File: src/rtl/lsu_pkg.sv
// Shared encodings and helpers for the load/store unit.
package lsu_pkg;

  localparam int unsigned DEPTH_WORDS_DEFAULT = 65;

  localparam logic [1:0] SZ_BYTE = 2'b00;
  localparam logic [1:0] SZ_HALF = 2'b01;
  localparam logic [1:0] SZ_WORD = 2'b10;

  typedef enum logic [2:0] {
    StIdle,
    StRd,
    StLatch,
    StWr,
    StResp
  } lsu_state_e;

  // Flags illegal size, misalignment and word index past the end of memory.
  function automatic logic req_err(logic [1:0] size, logic [31:0] addr, int unsigned depth);
    logic err;
    err = 1'b0;
    if (size == 2'b11) err = 1'b1;
    if (size == SZ_HALF && addr[0]) err = 1'b1;
    if (size == SZ_WORD && addr[1:0] != 2'b00) err = 1'b1;
    if ({2'b00, addr[31:2]} >= depth) err = 1'b1;
    return err;
  endfunction

endpackage

File: src/rtl/lsu_lane_align.sv
// Little-endian lane extraction for loads and lane merge for stores.
module lsu_lane_align
  import lsu_pkg::*;
(
  input  logic [1:0]  addr_lo_i,
  input  logic [1:0]  size_i,
  input  logic        is_signed_i,
  input  logic [31:0] rword_i,
  input  logic [31:0] wdata_i,
  output logic [31:0] ld_data_o,
  output logic [31:0] st_word_o
);

  logic [7:0]  ld_byte;
  logic [15:0] ld_half;

  // Load path: pick the addressed lane, then zero- or sign-extend it.
  always_comb begin
    ld_byte   = rword_i[{addr_lo_i, 3'b000} +: 8];
    ld_half   = addr_lo_i[1] ? rword_i[31:16] : rword_i[15:0];
    ld_data_o = 32'h0;
    case (size_i)
      SZ_BYTE: ld_data_o = {{24{is_signed_i & ld_byte[7]}}, ld_byte};
      SZ_HALF: ld_data_o = {{16{is_signed_i & ld_half[15]}}, ld_half};
      SZ_WORD: ld_data_o = rword_i;
      default: ld_data_o = 32'h0;
    endcase
  end

  // Store path: overwrite only the addressed lane of the old word.
  always_comb begin
    st_word_o = rword_i;
    case (size_i)
      SZ_BYTE: st_word_o[{addr_lo_i, 3'b000} +: 8] = wdata_i[7:0];
      SZ_HALF: begin
        if (addr_lo_i[1]) st_word_o[31:16] = wdata_i[15:0];
        else              st_word_o[15:0]  = wdata_i[15:0];
      end
      SZ_WORD: st_word_o = wdata_i;
      default: st_word_o = rword_i;
    endcase
  end

endmodule

File: src/rtl/load_store_unit.sv
// Load/store initiator for a word-indexed data memory with read-modify-write sub-word stores.
module load_store_unit
  import lsu_pkg::*;
#(
  parameter int unsigned DEPTH_WORDS = DEPTH_WORDS_DEFAULT
) (
  input  logic        clk,
  input  logic        rst_n,
  input  logic        req_valid,
  output logic        req_ready,
  input  logic        req_write,
  input  logic [1:0]  req_size,
  input  logic        req_signed,
  input  logic [31:0] req_addr,
  input  logic [31:0] req_wdata,
  output logic        resp_valid,
  output logic [31:0] resp_rdata,
  output logic        resp_err,
  output logic [31:0] Address,
  output logic [31:0] Writedata,
  output logic        MemRead,
  output logic        MemWrite,
  input  logic [31:0] Readdata
);

  lsu_state_e  state_q, state_d;
  logic        write_q;
  logic [1:0]  size_q;
  logic        signed_q;
  logic [31:0] addr_q;
  logic [31:0] wdata_q;
  logic        err_q;
  logic [31:0] rdata_q;
  logic        accept;
  logic        in_err;
  logic [31:0] ld_data;
  logic [31:0] st_word;

  assign accept = (state_q == StIdle) && req_valid;
  assign in_err = req_err(req_size, req_addr, DEPTH_WORDS);

  lsu_lane_align u_lane_align (
    .addr_lo_i   (addr_q[1:0]),
    .size_i      (size_q),
    .is_signed_i (signed_q),
    .rword_i     (rdata_q),
    .wdata_i     (wdata_q),
    .ld_data_o   (ld_data),
    .st_word_o   (st_word)
  );

  // State register; async reset abandons any transaction in flight.
  always_ff @(posedge clk or negedge rst_n) begin
    if (!rst_n) state_q <= StIdle;
    else        state_q <= state_d;
  end

  // Request capture at accept and read-word capture at the end of LATCH.
  always_ff @(posedge clk or negedge rst_n) begin
    if (!rst_n) begin
      write_q  <= 1'b0;
      size_q   <= 2'b00;
      signed_q <= 1'b0;
      addr_q   <= 32'h0;
      wdata_q  <= 32'h0;
      err_q    <= 1'b0;
      rdata_q  <= 32'h0;
    end else begin
      if (accept) begin
        write_q  <= req_write;
        size_q   <= req_size;
        signed_q <= req_signed;
        addr_q   <= req_addr;
        wdata_q  <= req_wdata;
        err_q    <= in_err;
      end
      if (state_q == StLatch) rdata_q <= Readdata;
    end
  end

  // Next-state logic: word stores skip the read; errors go straight to the response.
  always_comb begin
    state_d = state_q;
    unique case (state_q)
      StIdle: begin
        if (req_valid) begin
          if (in_err)                              state_d = StResp;
          else if (req_write && req_size == SZ_WORD) state_d = StWr;
          else                                     state_d = StRd;
        end
      end
      StRd:    state_d = StLatch;
      StLatch: state_d = write_q ? StWr : StResp;
      StWr:    state_d = StResp;
      StResp:  state_d = StIdle;
      default: state_d = StIdle;
    endcase
  end

  // Memory port and response outputs decoded from the current state.
  always_comb begin
    req_ready  = rst_n && (state_q == StIdle);
    Address    = 32'h0;
    Writedata  = 32'h0;
    MemRead    = 1'b0;
    MemWrite   = 1'b0;
    resp_valid = 1'b0;
    resp_err   = 1'b0;
    resp_rdata = 32'h0;
    if (state_q != StIdle) Address = {2'b00, addr_q[31:2]};
    unique case (state_q)
      StRd, StLatch: MemRead = 1'b1;
      StWr: begin
        MemWrite  = 1'b1;
        Writedata = st_word;
      end
      StResp: begin
        resp_valid = 1'b1;
        resp_err   = err_q;
        if (!write_q && !err_q) resp_rdata = ld_data;
      end
      default: ;
    endcase
  end

endmodule
File: config.mk
export PLATFORM = sky130hd
export DESIGN_NAME = load_store_unit
export DESIGN_NICKNAME = d
export VERILOG_FILES = /design/src/rtl/lsu_pkg.sv /design/src/rtl/lsu_lane_align.sv /design/src/rtl/load_store_unit.sv
export SDC_FILE = /design/constraint.sdc
export NUM_CORES = 1
export LEC_CHECK = 0
export BUFFER_PORTS_ARGS = -buffer_cell sky130_fd_sc_hd__buf_2
export CAP_MARGIN = 20
export CELL_PAD_IN_SITES_DETAIL_PLACEMENT = 0
export CELL_PAD_IN_SITES_GLOBAL_PLACEMENT = 1
export CORE_ASPECT_RATIO = 1.25
export CORE_MARGIN = 4
export CORE_UTILIZATION = 41
export CTS_CLUSTER_DIAMETER = 150
export DETAILED_ROUTE_END_ITERATION = 10
export HOLD_SLACK_MARGIN = 0.05
export PLACE_DENSITY = 0.85
export SLEW_MARGIN = 15
export SYNTH_ARGS = -nofsm -noshare
export SYNTH_HDL_FRONTEND = slang
export SYNTH_HIERARCHICAL = 1
export SYNTH_SLANG_ARGS = --single-unit
export TNS_END_PERCENT = 100
File: constraint.sdc
create_clock -name clk -period 6.3 [get_ports clk]
set_input_delay 0.315 -clock clk [delete_from_list [all_inputs] [get_ports clk]]
set_output_delay 0.315 -clock clk [all_outputs]
set_load 0.1 [all_outputs]
==> summary.md <==
| Metric | Value |
|---|---|
| CP Data Required Time | `5980 ps` |
| Area of the multi-input gates | `3550 µm²` |
| Area leader, netlist | `dfrtp_1` |
| Area added between synthesis and finish | `21.7%` |
| Crit path time final | `4260 ps` |
| Clock Tree Root | `clkbuf_16` |
| Final hold vios | `0` |
| Top cell type's share of synthesized area | `40.5%` |
| Final WS setup | `2040 ps` |
| Tcrit/Tclk final | `67.6%` |
| Initial antenna violation count | `2` |
| Reg clk slew, reported paths | `70 ps` |
| Max Transition Viols Final | `0` |
| Async SR Flop Fraction | `100%` |
| Compound-cell area share of the yosys netlist | `12.5%` |
| Synth Area in XOR/XNOR | `0%` |
| Hold Path End | `wdata_q[31]$_DFFE_PN0P_` |
| Rel. slew slack | `32.8%` |
| Worst-Skew Late Latency | `350 ps` |
| Setup TNS | `0 ps` |
| Dpl ws | `2500 ps` |
| Fraction of layout cells with a size suffix above 1 | `30.9%` |
| Gate Count Post-Synth | `741` |
| Max-cap violation count | `0` |
| WHS Path Cells | `3` |
| Vias in the first global route | `5829` |
| Worst min-delay path startpoint | `req_wdata[31]` |
| Final Net Count | `1021` |
| Final Power | `1830 µW` |
| Largest family of logic cells by synthesized area | `simple AND/OR/NAND/NOR gates` |
| Reg area | `2600 µm²` |
| Top FF cell, synth | `dfrtp_1` |
| Mapped Area | `6430 µm²` |
| Cts hold-fix bufs | `1` |
| Crit Path Category | `reg2out` |
| Setup violators final | `0` |
| Synth top area cells | `dfrtp_1 (40%), nand2_1 (15%), mux2_2 (7.4%), and2_1 (6.7%), nor2b_1 (4.2%)` |
| Pwr Density | `233 nW/µm²` |
| Chip width | `120 µm` |
| Total number of vias | `5945` |
| Starting Density | `42.3%` |
| Total CTS buffers | `9` |
| Die extent in y | `148 µm` |
| DR vias/cell | `5.28` |
| Ports | `204` |
| TritonRoute pass-1 iters | `7` |
| Remaining routing DRC violations | `0` |
| Worst Hold Class | `in2reg` |
| R2r setup slk | `3970 ps` |
| Sequential area share after synthesis | `40.5%` |
| FF+latch count, synth | `104` |
| Total grt overflow | `0` |
| Crit-path max cell delay | `910 ps` |
| Number of setup buffers added after CTS | `0` |
| PostCTS Resize Cnt | `0` |
| Worst Max-Slew Pin Slew | `1010 ps` |
| Critical R2R Launch | `state_q[0]$_DFFE_PN0P_` |
| Slowest CP cell | `dfrtp_1` |
| Cell family with most CP delay | `simple AND/OR/NAND/NOR gates` |
| Critical-path cell list | `clkinv_1 > ha_1 > nor3b_1 > and2_0 > a222oi_1 > o21ai_0 > and2_1 > buf_2` |
| Post-DRT Antenna Nets | `0` |
| Crit. End Element | `primary output` |
| Arrival time worst endpoint | `3940 ps` |
| Num rows | `50` |
| Clock sinks | `104` |
| Multiplexer share of the synthesized area | `9.94%` |
| Syn Area/Cell | `8.68 µm²` |
| Crit start category | `flop` |
| Area share of and/or/nand/nor cells after synthesis | `31.3%` |
| Dpl hpwl | `15.4 mm` |
| Port Buffer Count | `201` |
| Fmax | `0.235 GHz` |
| CTS tree | `built` |
| H-tree Lvls | `3` |
| GPL Wtd Cong | `0.945` |
| Initial DRC Count | `476` |
| Cell leakage power | `0.00428 µW` |
| Max VDD drop | `0.114 mV` |
| Distinct cells, synth | `66` |
| WL/cell | `18.6 µm` |
| Ys Warns | `6` |
| First-pass GRT wire length | `32.4 mm` |
| CTS Buffer Depth | `2` |
| Largest net degree at the start of global routing | `60` |
| Status | `finished clean` |
| Adder-Cell Fraction of Synth Area | `0.973%` |
| CP Buf/Inv Count | `2` |
| Unrepaired setup endpoints after global routing | `no` |
| # fillers | `1545` |
| GRT Util Overall | `23.4%` |
| Std-Cell Core Area | `15200 µm²` |
| Worst r2r path cells | `6` |
| Worst reg2reg endpoint | `addr_q[1]$_DFFE_PN0P_` |
| Total die area | `17800 µm²` |
| Crit-path max FO | `24` |
| Number of diodes | `0` |
| WL final | `20.9 mm` |
| Fin Clk Skew | `4.44 ps` |
| Post-synth EDFFs | `0` |
## sequential cells by signal, indices dropped and copies added, names as in the netlist
| signal | count |
|---|---|
| size_q | 2 |
| err_q | 1 |
| wdata_q | 32 |
| write_q | 1 |
| signed_q | 1 |
| addr_q | 32 |
| state_q | 3 |
| rdata_q | 32 |
## worst max path at each step
stage / from / to / slack (ps) / depth (start not counted)
detailed placement: addr_q[1]$_DFFE_PN0P_ / Writedata[26] / 2500 / 8
global route: addr_q[1]$_DFFE_PN0P_ / Writedata[29] / 1670 / 8
CTS: addr_q[1]$_DFFE_PN0P_ / Writedata[26] / 2100 / 8
finish: addr_q[1]$_DFFE_PN0P_ / Writedata[26] / 2040 / 8
global placement: addr_q[1]$_DFFE_PN0P_ / Writedata[26] / 2570 / 8
floorplan: state_q[0]$_DFFE_PN0P_ / resp_rdata[10] / 3200 / 5
## synth_stat cells (5+ instances only)
| cell type | instances |
|---|---|
| nand2_1 | 254 |
| dfrtp_1 | 104 |
| and2_1 | 69 |
| nor2b_1 | 43 |
| mux2_2 | 42 |
| clkbuf_1 | 23 |
| a221o_1 | 21 |
| buf_2 | 17 |
| a22oi_1 | 12 |
| mux2i_1 | 11 |
| nor2_1 | 10 |
| o21ai_0 | 9 |
| a21oi_1 | 8 |
| a222oi_1 | 8 |
| a22o_1 | 8 |
| buf_6 | 7 |
| and3_1 | 6 |
| inv_1 | 6 |
| nand2b_1 | 6 |
| ha_1 | 5 |
| nor3_1 | 5 |
| nor4_1 | 5 |
## tightest hold or removal path, cell delays in order
cell and delay [ps]:
buf_2 70, nand2_1 40, nand2_1 50
## layer usage
layer | share of wire, % | GRT usage (%) | wire (µm) | vias to the layer above
met4 | 4.2 | 11.4 | 874 | 4
li1 | - | - | - | 2853
met5 | 0.12 | 0 | 25 | -
met1 | 40 | 28.8 | 8400 | 2777
met3 | 8.4 | 6.12 | 1760 | 48
met2 | 47 | 38.1 | 9890 | 263
## placed cells by master (no fill, tap or decap), types with 8 or more instances in the layout
master       n
buf_2      200
nor2_1      10
and2_1      68
a221o_1     21
dfrtp_1    104
nand2_1    253
a22oi_1     12
mux2i_1     11
a222oi_1     8
mux2_2      42
clkbuf_16    9
buf_4       10
a22o_1       8
nor2b_1     43
a21oi_1      8
o21ai_0      9
## cell type report
type | count | share of cell area (%)
well taps | 208 | 3.32
repair buffers | 211 | 13.9
clock buffers | 10 | 3.05
clock inverters | 6 | 0.863
flip-flops and latches | 104 | 33.2
multi-input cells | 580 | 45.3
inverters | 7 | 0.336
## report_power, final
group | internal (µW) | total [µW] | switching, µW
Combinational | 139 | 456 | 317
Clock | 321 | 582 | 261
Sequential | 724 | 787 | 63.0
Total | 1180 | 1830 | 641
## per-stage QoR
stage	area (µm²)	instances	util (%)	hold slack, ps
final	7830	1126	51.5	150
after global routing	7830	1126	51.5	135
after CTS	7830	1126	51.5	136
after detailed placement	7510	1109	49.4	373
after global placement	7510	1109	49.4	362
after floorplan	6440	742	-	19.4
## logic make-up after synthesis
group                      after synthesis
DFF                                    104
other                                    1
adders and majority gates                5
and+or+nand+nor                        420
AOI/OAI and AO/OA                       96
buffers and inverters                   58
muxes                                   57
No activity file was read; power rests on OpenSTA's default activity.
